`src/rtl/r2rv_pkg.sv`:
```
// Shared core-wide widths and the result-bus record snooped by reservation stations.
package r2rv_pkg;

    localparam int XLEN  = 32;
    localparam int REG_W = 5;

    typedef struct packed {
        logic             valid;
        logic [REG_W-1:0] dest;
        logic [XLEN-1:0]  data;
    } cdb_t;

endpackage

```
`src/rtl/rr_arbiter.sv`:
```
// N-way round-robin selector: searches from the pointer upward, wrapping, and
// moves the pointer just past the winner. Reusable for issue selection.
module rr_arbiter #(
    parameter int N     = 4,
    parameter int PTR_W = (N > 1) ? $clog2(N) : 1
) (
    input  logic             clk,
    input  logic             reset,
    input  logic             enable,
    input  logic [N-1:0]     req,
    output logic [N-1:0]     grant,
    output logic             any_grant,
    output logic [PTR_W-1:0] grant_idx
);

    logic [PTR_W-1:0] ptr_reg;
    logic [PTR_W-1:0] ptr_next;
    logic [PTR_W:0]   sum;
    logic [PTR_W-1:0] idx;

    always_comb begin
        grant     = '0;
        any_grant = 1'b0;
        grant_idx = ptr_reg;
        sum       = '0;
        idx       = '0;
        for (int k = 0; k < N; k++) begin
            // ptr < N and k < N, so a single conditional subtract is a full modulo
            sum = {1'b0, ptr_reg} + (PTR_W + 1)'(k);
            if (sum >= (PTR_W + 1)'(N)) begin
                sum = sum - (PTR_W + 1)'(N);
            end
            idx = sum[PTR_W-1:0];
            if (enable && !any_grant && req[idx]) begin
                any_grant  = 1'b1;
                grant[idx] = 1'b1;
                grant_idx  = idx;
            end
        end
    end

    always_comb begin
        ptr_next = ptr_reg;
        if (any_grant) begin
            ptr_next = (grant_idx == PTR_W'(N - 1)) ? '0 : grant_idx + 1'b1;
        end
    end

    always_ff @(posedge clk or negedge reset) begin
        if (!reset) begin
            ptr_reg <= '0;
        end else begin
            ptr_reg <= ptr_next;
        end
    end

endmodule

```
`src/rtl/cdb_arbiter.sv`:
```
// Common-data-bus arbiter: one round-robin winner per cycle, registered onto the
// broadcast bus and the register-file write port one cycle after the grant.
module cdb_arbiter
    import r2rv_pkg::*;
#(
    parameter int N_REQ = 4,
    parameter int XLEN  = r2rv_pkg::XLEN,
    parameter int REG_W = r2rv_pkg::REG_W
) (
    input  logic                   clk,
    input  logic                   reset,
    input  logic                   flush,
    input  logic [N_REQ-1:0]       req_valid,
    input  logic [N_REQ*REG_W-1:0] req_dest,
    input  logic [N_REQ*XLEN-1:0]  req_data,
    output logic [N_REQ-1:0]       req_ready,
    output logic                   cdb_valid,
    output logic [REG_W-1:0]       cdb_dest,
    output logic [XLEN-1:0]        cdb_data,
    output logic [REG_W-1:0]       wa3,
    output logic [XLEN-1:0]        wd3
);

    localparam int PTR_W = (N_REQ > 1) ? $clog2(N_REQ) : 1;

    logic [REG_W-1:0] req_dest_arr [N_REQ];
    logic [XLEN-1:0]  req_data_arr [N_REQ];
    logic             any_grant;
    logic [PTR_W-1:0] grant_idx;
    logic             cdb_valid_reg;
    logic [REG_W-1:0] cdb_dest_reg;
    logic [XLEN-1:0]  cdb_data_reg;

    genvar gi;
    generate
        for (gi = 0; gi < N_REQ; gi++) begin : g_unpack
            assign req_dest_arr[gi] = req_dest[gi*REG_W +: REG_W];
            assign req_data_arr[gi] = req_data[gi*XLEN +: XLEN];
        end
    endgenerate

    // Grants are suppressed both by flush and while reset is held low.
    rr_arbiter #(
        .N     (N_REQ),
        .PTR_W (PTR_W)
    ) u_rr (
        .clk       (clk),
        .reset     (reset),
        .enable    (reset & ~flush),
        .req       (req_valid),
        .grant     (req_ready),
        .any_grant (any_grant),
        .grant_idx (grant_idx)
    );

    // Idle cycles keep the last tag/data so only the valid bit toggles.
    always_ff @(posedge clk or negedge reset) begin
        if (!reset) begin
            cdb_valid_reg <= 1'b0;
            cdb_dest_reg  <= '0;
            cdb_data_reg  <= '0;
        end else begin
            cdb_valid_reg <= any_grant;
            if (any_grant) begin
                cdb_dest_reg <= req_dest_arr[grant_idx];
                cdb_data_reg <= req_data_arr[grant_idx];
            end
        end
    end

    assign cdb_valid = cdb_valid_reg;
    assign cdb_dest  = cdb_dest_reg;
    assign cdb_data  = cdb_data_reg;
    assign wa3       = cdb_valid_reg ? cdb_dest_reg : '0;
    assign wd3       = cdb_data_reg;

endmodule

```
`config.mk`:
```
export PLATFORM = sky130hd
export DESIGN_NAME = cdb_arbiter
export DESIGN_NICKNAME = d
export VERILOG_FILES = /design/src/rtl/r2rv_pkg.sv /design/src/rtl/rr_arbiter.sv /design/src/rtl/cdb_arbiter.sv
export SDC_FILE = /design/constraint.sdc
export NUM_CORES = 1
export LEC_CHECK = 0
export CELL_PAD_IN_SITES_DETAIL_PLACEMENT = 0
export CELL_PAD_IN_SITES_GLOBAL_PLACEMENT = 2
export CORE_AREA = 2 2 135 137
export CTS_CLUSTER_SIZE = 14
export DETAILED_ROUTE_END_ITERATION = 6
export DIE_AREA = 0 0 137 139
export MAX_ROUTING_LAYER = met4
export PLACE_DENSITY = 0.78
export SLEW_MARGIN = 20
export SYNTH_ARGS = -nofsm -noshare
export SYNTH_HDL_FRONTEND = slang
export SYNTH_HIERARCHICAL = 1
export SYNTH_SLANG_ARGS = --single-unit
```
`constraint.sdc`:
```
create_clock -name clk -period 4.15 [get_ports clk]
set_input_delay 0.83 -clock clk [delete_from_list [all_inputs] [get_ports clk]]
set_output_delay 0.83 -clock clk [all_outputs]
set_load 0.005 [all_outputs]
```
**Word-level counts from Yosys, hierarchy flattened**

Cells that the tools add are included.

- Input bits: 155
- Register bits: 40

- Add/sub/neg operators: 8
- Equal/unequal tests: 1
- Order comparisons: 13
- Mux-type cells: 40
- Bitwise gates (word level): 6
- Reductions and logical operators: 14

Operators by type and width:

| operator | number |
|---|---|
| binary-select mux 32 bit (select 2 bit) | 1 |
| 2-to-1 mux 32 bit | 2 |
| 2-to-1 mux 2 bit | 9 |
| 2-to-1 mux 4 bit | 4 |
| 2-to-1 mux 5 bit | 3 |
| >= comparator 3 bit, second input constant | 4 |
| < comparator 2 x 3 -> 1 bit, second input constant | 4 |
| 2-to-1 mux 1 bit | 12 |
| OR 4 bit | 3 |
| logical AND 1 bit | 11 |
| binary-select mux 5 bit (select 2 bit) | 1 |
| binary-select mux 1 bit (select 2 bit) | 4 |
| demux 1 bit (select 2 bit) | 4 |
| >= comparator 2 x 1 -> 1 bit, second input constant | 4 |
| subtractor 2 x 1 -> 2 bit, second input constant | 4 |
| adder 2 x 2 -> 3 bit, second input constant | 2 |
| adder 2 x 1 -> 3 bit, second input constant | 1 |
| >= comparator 2 x 3 -> 1 bit, second input constant | 1 |
| logical NOT 1 bit | 3 |
| inverter 2 -> 3 bit | 1 |
| adder 2 x 1 -> 2 bit, second input constant | 1 |
| == test 2 bit, second input constant | 1 |
| AND 1 bit | 1 |
| inverter 1 bit | 1 |

**Depth between registers and ports, before layout**

Gate-level depths: netlist of run 1.

- Word-level depth: 22
- Depth in mapped cells: 11
- Gate-level depth less buffers: 10

**Hierarchy**

The synthesis of run 1 kept the hierarchy.

By module, submodules not included:

| module | area each (µm²) | times used | cells each |
|---|---|---|---|
| cdb_arbiter | 2727.6 | 1 | 245 |
| rr_arbiter | 569.3 | 1 | 55 |

**Worst setup path before layout of run 1**

Ideal clock, no wire load.

- Kind: flip-flop to output port
- Start point: reg u_rr.ptr_reg[0]
- End point: out req_ready[1]
- Path slack: 1054 ps
- Stages on the path, launching flop included: 8
- Required time: 3320 ps
- Data arrival time: 2266 ps
- Path buffers: 1
- Cells stage by stage: dfrtp_1 > buf_6 > inv_1 > ha_1 > mux4_1 > nor2b_4 > a22o_2 > a221o_1

- Cells in the longest elaborated chain, start to end: 18
- Elaborated cells on any way between the ends: 63
- Classes of those cells: 7 x add/sub; 12 x order compare; 27 x mux; 3 x bitwise; 14 x reduce/logical

RTL lines:

| item | RTL line | text |
|---|---|---|
| from (decl) | rr_arbiter.sv:16 | `logic [PTR_W-1:0] ptr_reg;` |
| from (signal assigned) | rr_arbiter.sv:53 | `ptr_reg <= ptr_next;` |
| parallel branches: the longest is 17 deep, another holds adder 2 x 1 -> 3 bit | - |  |
| 2-to-1 mux 4 bit * | rr_arbiter.sv:34 | `if (enable && !any_grant && req[idx]) begin` |
| to (decl) | cdb_arbiter.sv:16 | `output logic [N_REQ-1:0] req_ready,` |

Mark *: on every way between the ends. The select of a mux whose other input is x is not followed.

**Worst setup path after layout of run 1**

- Start point: reg u_rr.ptr_reg[1]
- End point: out req_ready[1]

The elaborated chain is that of the path after synthesis.

==> results of run 1 <==
[Yosys cell counts (all sizes together)]
library cell / number / share of area
a21oi: 1 / 0.0015
a221o: 4 / 0.012
a22o: 6 / 0.018
and2: 6 / 0.012
and3: 1 / 0.0019
buf: 50 / 0.14
clkbuf: 5 / 0.0065
dfrtp: 40 / 0.30
ha: 5 / 0.019
inv: 4 / 0.0046
mux2: 1 / 0.0046
mux2i: 76 / 0.23
mux4: 3 / 0.022
nand2: 2 / 0.0030
nand2b: 39 / 0.074
nand3b: 1 / 0.0023
nor2: 1 / 0.0011
nor2b: 2 / 0.0061
nor3: 1 / 0.0015
nor3b: 4 / 0.0091
o2111ai: 1 / 0.0027
o211ai: 1 / 0.0023
o21a: 1 / 0.0023
o21ai: 1 / 0.0027
o221a: 1 / 0.0034
o221ai: 38 / 0.10
o22a: 1 / 0.0027
o31ai: 1 / 0.0065
o32ai: 1 / 0.0027
or2b: 1 / 0.0023
xnor2: 1 / 0.0027
[worst max-delay path, delay by kind of cell (launching register included)]
family,cells,cell delay (ns)
compound gates,2,0.57
buf+inv,2,0.59
mux,1,0.60
flops,1,0.50
fa+ha+maj,1,0.37
simple gates,1,0.17
[through the flow]
step / area, sq um / utilization / setup slack [ns]
CTS: 5710 / 0.324 / 0.194
global placement: 5560 / 0.315 / 0.308
detailed placement: 5560 / 0.315 / 0.264
finish: 5720 / 0.324 / 0.214
floorplan: 3300 / - / 1.05
global route: 5720 / 0.324 / 0.0763
[cells in the final DEF (no fill, tap or decap), types with 5 or more instances in the layout]
master,instances
and2_1,5
a22o_2,5
buf_4,6
clkbuf_16,5
nand2b_1,38
clkdlybuf4s50_1,232
dfrtp_1,40
mux2i_1,76
ha_1,5
o221ai_1,38
[metal layers]
metal | track usage | vias up | part of all wire
met2 | 0.217 | 146 | 0.49
met1 | 0.146 | 1486 | 0.41
met3 | 0.0329 | 12 | 0.085
li1 | - | 1497 | -
met5 | - | - | 0
met4 | 0.0293 | 0 | 0.013
[worst paths after layout]
path | startpoint | endpoint | slack (ns) | cells after the start
max in group asynchronous | reset | cdb_data[5]$_DFFE_PN0P_ | 3.05 | 2
min | cdb_dest[2]$_DFFE_PN0P_ | cdb_dest[2]$_DFFE_PN0P_ | 0.52 | 2
min reg2reg | cdb_dest[2]$_DFFE_PN0P_ | cdb_dest[2]$_DFFE_PN0P_ | 0.52 | 2
min in group asynchronous | reset | cdb_data[15]$_DFFE_PN0P_ | 0.71 | 2
max | u_rr/ptr_reg[1]$_DFFE_PN0P_ | req_ready[1] | 0.21 | 7
max reg2reg | u_rr/ptr_reg[1]$_DFFE_PN0P_ | cdb_data[9]$_DFFE_PN0P_ | 0.71 | 8
[where the power goes]
| part | leakage [nW] | internal (mW) | total, mW | switching (mW) |
|---|---|---|---|---|
| registers | 0.493 | 0.584 | 0.757 | 0.174 |
| clock network | 0.0701 | 0.240 | 0.413 | 0.173 |
| logic | 1.91 | 1.39 | 2.36 | 0.970 |
| total | 2.47 | 2.22 | 3.54 | 1.32 |
[cell families after synthesis]
| logic type | count (synthesis) | synth area share |
|---|---|---|
| AOI/OAI and AO/OA | 57 | 0.157 |
| xor gates and xnor gates | 1 | 0.00266 |
| adders and majority gates | 5 | 0.0190 |
| buffers and inverters | 59 | 0.147 |
| DFF | 40 | 0.304 |
| muxes | 80 | 0.257 |
| and+or+nand+nor | 58 | 0.113 |
[layout make-up]
cell class	count	area [sq um]	area share
multi-input cells	201	1830	0.320
clock buffers	7	143	0.0250
well taps	229	287	0.0501
inverters	4	15.0	0.00263
clock inverters	1	7.51	0.00131
repair buffers	242	2430	0.425
diodes	1	2.50	0.000438
flip-flops and latches	40	1000	0.175
==> flow_metrics.env, run 1 <==
export IMPL_status="finished with violations"
export IMPL_violations="design-rule violations"
export IMPL_dp_cells=716
export IMPL_arrival_ns=3.11
export IMPL_post_cts_setup_buffers=0
export IMPL_root_buffer="clkbuf_16"
export IMPL_grt_overflow_total=0
export IMPL_setup_tns_ns=0
export IMPL_ant_nets=0
export IMPL_synth_seq_cells=40
export IMPL_start_util=0.187
export IMPL_grt_pass1_vias=3177
export IMPL_coreArea_sq_mm=0.0177
export IMPL_path_class="register to output pin"
export IMPL_crit_chain="inv_1, ha_1, mux4_1, nor2b_4, a22o_2, a221o_1, clkdlybuf4s50_1"
export IMPL_rsz0062_at_grt="no"
export IMPL_cts_hold_buffers_added=0
export IMPL_via_per_inst=4.33
export IMPL_hpwl_um=9420
export IMPL_grt_pass1_wl_um=18000
export IMPL_path_clk_slew_ns=0.06
export IMPL_syn_cell_area_sq_mm=0.00330
export IMPL_drt_iter0_markers=98
export IMPL_fp_dieW_um=137
export IMPL_final_max_slew_viol_count=0
export IMPL_critPathMaxStageDelay_ns=0.60
export IMPL_min_period_ns=3.94
export IMPL_ys_seq_area_frac=0.304
export IMPL_fillers=1784
export IMPL_antenna_found_initial=1
export IMPL_setup_violations=0
export IMPL_areaGrowthSynthToFinish_pct=73.4
export IMPL_max_clock_path_buffers=2
export IMPL_cp_end_kind="output pin"
export IMPL_holdWs_ns=0.517
export IMPL_clock_latency_ns=0.29
export IMPL_io_buffers=233
export IMPL_worstPathRequired_ns=3.32
export IMPL_htreeDepth=2
export IMPL_drive_gt1_frac=0.0667
export IMPL_max_freq_mhz=254
export IMPL_synth_area_per_cell_sq_um=11.0
export IMPL_dieArea_sq_mm=0.0190
export IMPL_p_leak_nw=2.47
export IMPL_syn_inst=300
export IMPL_fp_dieH_um=139
export IMPL_fin_cells=725
export IMPL_grt_max_degree=41
export IMPL_critPathMaxFanout=6
export IMPL_gp_congestion=0.721
export IMPL_power_density_mw_per_mm2=618
export IMPL_yosys_warnings=6
export IMPL_max_vdd_ir_drop_v=0.000333
export IMPL_numClockSinks=40
export IMPL_io_pins=234
export IMPL_largest_register_ffs=32
export IMPL_post_drt_wl_per_cell_um=16.9
export IMPL_slew_headroom=0.372
export IMPL_fin_skew_ns=0.00210
export IMPL_drv_cap=0
export IMPL_fin_crit_sh=0.948
export IMPL_finalWirelength_um=12300
export IMPL_synth_cell_types=40
export IMPL_hold_class="register to register"
export IMPL_grt_usage=0.126
export IMPL_start_kind="register"
export IMPL_num_rows=49
export IMPL_post_cts_resized=0
export IMPL_vias=3141
export IMPL_finalHoldViolations=0
export IMPL_drc=8
export IMPL_cts_buffers=5
export IMPL_drt_pre_antenna_iters=7
export IMPL_num_nets_final=654
export IMPL_worst_pin_slew_ns=0.941
export IMPL_crit_slowest_cell="mux4_1"
export IMPL_cts_tree="yes"
export IMPL_synthesis_nets=460
export IMPL_total_power_mw=3.54
No activity file was read; power rests on OpenSTA's default activity.
==> inputs of run 2 (changes only) <==
Settings changed: SETUP_SLACK_MARGIN set to 0.5.
==> flow_metrics.env, run 2 (synthesis results as in run 1) <==
export IMPL_status="finished with violations"
export IMPL_violations="design-rule violations"
export IMPL_grt_pass1_vias=3216
export IMPL_start_util=0.187
export IMPL_internal_power_mw=2.26
export IMPL_cp_end_kind="output pin"
export IMPL_p_clk_frac=0.115
export IMPL_grt_pass1_wl_um=18100
export IMPL_hold_class="register to register"
export IMPL_drive_gt1_frac=0.0896
export IMPL_cts_tree="yes"
export IMPL_final_max_slew_viol_count=0
export IMPL_path_clk_slew_ns=0.06
export IMPL_max_freq_mhz=284
export IMPL_fin_skew_ns=0.00210
export IMPL_cp_endpoint="req_ready[3]"
export IMPL_numClockSinks=40
export IMPL_vias=3180
export IMPL_final_area_sq_mm=0.00578
export IMPL_rsz0062_at_grt="no"
export IMPL_layout_commonest_cell="clkdlybuf4s50_1"
export IMPL_power_density_mw_per_mm2=622
export IMPL_critPathMaxFanout=8
export IMPL_max_clock_path_buffers=2
export IMPL_num_nets_final=661
export IMPL_htreeDepth=2
export IMPL_hpwl_um=9420
export IMPL_areaGrowthSynthToFinish_pct=75.3
export IMPL_ant_nets=0
export IMPL_placed_area_sq_mm=0.00556
export IMPL_arrival_ns=2.69
export IMPL_worstPathRequired_ns=3.32
export IMPL_pwr_share_seq=0.209
export IMPL_path_class="primary input to output pin"
export IMPL_coreArea_sq_mm=0.0177
export IMPL_start_kind="primary input"
export IMPL_setup_worst_path_start="flush"
export IMPL_switching_power_mw=1.34
export IMPL_drc=4
export IMPL_fp_dieW_um=137
export IMPL_gp_congestion=0.721
export IMPL_r2r_start="u_rr/ptr_reg[1]$_DFFE_PN0P_"
export IMPL_min_period_ns=3.52
export IMPL_fin_crit_sh=0.849
export IMPL_p_leak_nw=2.55
export IMPL_total_power_mw=3.60
export IMPL_setup_tns_ns=0
export IMPL_num_rows=49
export IMPL_setup_violations=0
export IMPL_grt_max_degree=41
export IMPL_antenna_found_initial=1
export IMPL_drt_pre_antenna_iters=7
export IMPL_root_buffer="clkbuf_16"
export IMPL_fp_dieH_um=139
export IMPL_cts_buffers=5
export IMPL_layout_common_cells="clkdlybuf4s50_1, mux2i_1, dfrtp_1"
export IMPL_io_pins=234
export IMPL_rr_endpoint="cdb_data[24]$_DFFE_PN0P_"
export IMPL_drv_cap=0
export IMPL_io_buffers=233
export IMPL_swShare=0.371
export IMPL_finalWirelength_um=12400
export IMPL_ff2ff_setup_slack_ns=1.08
export IMPL_grt_usage=0.127
export IMPL_grt_overflow_total=0
export IMPL_clock_latency_ns=0.29
export IMPL_worst_pin_slew_ns=0.603
export IMPL_largest_register_ffs=32
export IMPL_finalHoldViolations=0
export IMPL_slew_headroom=0.596
export IMPL_via_per_inst=4.34
export IMPL_max_vdd_ir_drop_v=0.000329
export IMPL_rr_worst_depth=11
export IMPL_dieArea_sq_mm=0.0190
export IMPL_post_drt_wl_per_cell_um=17.0
export IMPL_drt_iter0_markers=93
export IMPL_p_comb_frac=0.676
[run 2: worst min path at each step]
stage / from / endpoint / slack [ns] / cells past startpoint
6_report: cdb_dest[2]$_DFFE_PN0P_ / cdb_dest[2]$_DFFE_PN0P_ / 0.52 / 2
5_1_grt: cdb_data[16]$_DFFE_PN0P_ / cdb_data[16]$_DFFE_PN0P_ / 0.55 / 2
4_1_cts: cdb_dest[2]$_DFFE_PN0P_ / cdb_dest[2]$_DFFE_PN0P_ / 0.53 / 2
3_5_place_dp: cdb_dest[2]$_DFFE_PN0P_ / cdb_dest[2]$_DFFE_PN0P_ / 0.50 / 2
3_3_place_gp: cdb_dest[2]$_DFFE_PN0P_ / cdb_dest[2]$_DFFE_PN0P_ / 0.50 / 2
2_1_floorplan: cdb_dest[0]$_DFFE_PN0P_ / cdb_dest[0]$_DFFE_PN0P_ / 0.50 / 2
[run 2: power groups by stage]
stage	combinational, mW	clock [mW]	sequential (mW)
floorplan	1.60	0	0.735
CTS	2.44	0.436	0.766
finish	2.43	0.414	0.752
global route	2.64	0.451	0.782
detailed placement	2.40	0	0.770
global placement	2.38	0	0.761
[run 2: area by class of cell]
| cell class | count | area [sq um] |
|---|---|---|
| antenna | 1 | 2.50 |
| inverter | 4 | 15.0 |
| fill | 1784 | 11900 |
| multi-input combinational | 201 | 1840 |
| clock inverter | 1 | 7.51 |
| clock buffer | 7 | 143 |
| tap | 229 | 287 |
| timing repair buffer | 249 | 2490 |
| sequential | 40 | 1000 |
[run 2: worst max-delay path, cell delays in order]
cell	delay [ns]
clkdlybuf4s50_1	0.41
nor2b_2	0.15
nand2b_1	0.11
o22a_2	0.32
and3_1	0.26
a221o_1	0.34
dlygate4sd2_1	0.27
[run 2: what timing repair did]
action | 4_1_cts | 5_1_grt
resized for setup | 8 | 6
setup endpoints to repair | 4 | 41
hold buffers | 0 | 0
buffers inserted | 5 | 2
[run 2: routing by layer]
layer	wire (um)	global-route usage	up-vias
li1	-	-	1511
met1	5050	0.146	1515
met2	6200	0.220	144
met3	994	0.0329	10
met4	161	0.0293	0
met5	0	-	-
[run 2: per-stage QoR]
stage / utilization / hold slack, ns / setup WS [ns] / instances
6_report: 0.327 / 0.516 / 0.626 / 732
5_1_grt: 0.327 / 0.553 / 0.509 / 732
4_1_cts: 0.325 / 0.526 / 0.463 / 729
3_5_place_dp: 0.315 / 0.504 / 0.264 / 716
3_3_place_gp: 0.315 / 0.500 / 0.308 / 716
2_1_floorplan: - / 0.500 / 1.05 / 300
==> inputs of run 3 (changes only) <==
Clock period 4.15 ns to 3.3 ns, I/O delays scaled along.
==> flow_metrics.env, run 3 (synthesis results as in run 1) <==
export IMPL_power_density_mw_per_mm2=878
export IMPL_cts_hold_buffers_added=0
export IMPL_min_period_ns=3.03
export IMPL_numClockSinks=40
export IMPL_drt_pre_antenna_iters=4
export IMPL_worstHoldStart="cdb_dest[0]$_DFFE_PN0P_"
export IMPL_dp_cells=742
export IMPL_critPathMaxStageDelay_ns=0.54
export IMPL_drive_gt1_frac=0.221
export IMPL_areaGrowthSynthToFinish_pct=98.6
export IMPL_num_nets_final=707
export IMPL_grt_usage=0.141
export IMPL_path_clk_slew_ns=0.07
export IMPL_hold_class="register to register"
export IMPL_hpwl_um=9680
export IMPL_worstPathRequired_ns=2.64
export IMPL_finalHoldViolations=0
export IMPL_cts_buffers=5
export IMPL_hold_depth=2
export IMPL_ant_nets=0
export IMPL_rr_endpoint="cdb_data[22]$_DFFE_PN0P_"
export IMPL_crit_chain="inv_2, ha_4, mux4_2, nor2b_4, a22o_2, a221o_1, buf_2"
export IMPL_start_kind="register"
export IMPL_vias=3360
export IMPL_place_ws_ns=-0.229
export IMPL_max_freq_mhz=330
export IMPL_setup_worst_path_start="u_rr/ptr_reg[1]$_DFFE_PN0P_"
export IMPL_gp_congestion=0.800
export IMPL_rr_worst_depth=13
export IMPL_htreeDepth=2
export IMPL_min_to="cdb_dest[0]$_DFFE_PN0P_"
export IMPL_fp_dieW_um=137
export IMPL_io_pins=234
export IMPL_holdWs_ns=0.527
export IMPL_antenna_found_initial=0
export IMPL_largest_register_ffs=32
export IMPL_clock_latency_ns=0.28
export IMPL_num_rows=49
export IMPL_arrival_ns=2.37
export IMPL_setup_tns_ns=0
export IMPL_rsz0062_at_grt="yes"
export IMPL_root_buffer="clkbuf_16"
export IMPL_start_util=0.187
export IMPL_final_util=0.371
export IMPL_status="finished, final reports clean"
export IMPL_r2r_start="u_rr/ptr_reg[0]$_DFFE_PN0P_"
export IMPL_setup_violations=0
export IMPL_ff2ff_setup_slack_ns=0.36
export IMPL_post_drt_wl_per_cell_um=17.6
export IMPL_path_class="register to output pin"
export IMPL_drc=0
export IMPL_drt_iter0_markers=47
export IMPL_insertedDiodeCount=0
export IMPL_max_clock_path_buffers=2
export IMPL_grt_pass1_vias=3440
export IMPL_fillers=1701
export IMPL_drv_cap=0
export IMPL_setup_ws_ns=0.271
export IMPL_critPathMaxFanout=5
export IMPL_p_leak_nw=2.82
export IMPL_dieArea_sq_mm=0.0190
export IMPL_fin_skew_ns=0.00534
export IMPL_cp_end_kind="output pin"
export IMPL_crit_slowest_cell="mux4_2"
export IMPL_worst_pin_slew_ns=0.599
export IMPL_grt_pass1_wl_um=20100
export IMPL_fin_cells=777
export IMPL_layout_common_cells="clkdlybuf4s50_1, mux2i_1, dfrtp_1"
export IMPL_slew_headroom=0.601
export IMPL_fp_dieH_um=139
export IMPL_final_max_slew_viol_count=0
export IMPL_grt_max_degree=41
export IMPL_layout_commonest_cell="clkdlybuf4s50_1"
export IMPL_grt_overflow_total=0
export IMPL_cts_tree="yes"
export IMPL_fin_crit_sh=0.918
export IMPL_finalWirelength_um=13700
export IMPL_coreArea_sq_mm=0.0177
export IMPL_via_per_inst=4.32
export IMPL_io_buffers=233
export IMPL_max_vdd_ir_drop_v=0.000416
==> run 3: how the worst max path moves through the flow <==
| stage | to | slack, ns |
|---|---|---|
| after global placement | req_ready[1] | -0.19 |
| after detailed placement | req_ready[1] | -0.23 |
| after CTS | req_ready[0] | 0.24 |
| after floorplan | req_ready[1] | 0.55 |
| final | req_ready[0] | 0.27 |
| after global routing | req_ready[0] | 0.20 |
==> run 3: metal layers <==
metal,GRT usage,part of all wire,vias up,wire length [um]
met5,-,0,-,0
met4,0.0260,0.011,0,156
met2,0.245,0.51,143,6950
met3,0.0241,0.068,12,933
met1,0.170,0.41,1607,5650
li1,-,-,1598,-
==> run 3: report_power, final <==
part           internal [mW]  switching, mW
logic                   2.71           1.58
registers              0.733          0.217
clock network          0.302          0.213
total                   3.74           2.01
==> run 3: cell type report <==
cell class	count	area, sq um	area share
Tap cell	229	287	0.0438
Clock buffer	7	143	0.0218
Clock inverter	1	7.51	0.00115
Sequential cell	40	1000	0.153
Multi-Input combinational cell	201	2010	0.307
Timing Repair Buffer	295	3090	0.471
Inverter	4	15.0	0.00229
==> run 3: worst max-delay path, delay by kind of cell (launching register included) <==
family / cells / cell delay [ns]
compound gates: 2 / 0.51
mux: 1 / 0.54
fa+ha+maj: 1 / 0.29
simple gates: 1 / 0.17
buf+inv: 2 / 0.19
flops: 1 / 0.37
==> run 3: what timing repair did <==
| action | 4_1_cts | 5_1_grt |
|---|---|---|
| setup buffers | 21 | 2 |
| gates cloned | 4 | 0 |
| pin swaps | 23 | 25 |
| gates resized for setup | 69 | 22 |
| endpoints found under the setup margin | 43 | 43 |
==> run 3: metrics by stage <==
| stage | area, sq um | total power, mW |
|---|---|---|
| 6_report | 6550 | 5.75 |
| 5_1_grt | 6550 | 6.14 |
| 4_1_cts | 6430 | 5.68 |
| 3_5_place_dp | 5810 | 4.32 |
| 3_3_place_gp | 5810 | 4.25 |
| 2_1_floorplan | 3310 | 2.96 |
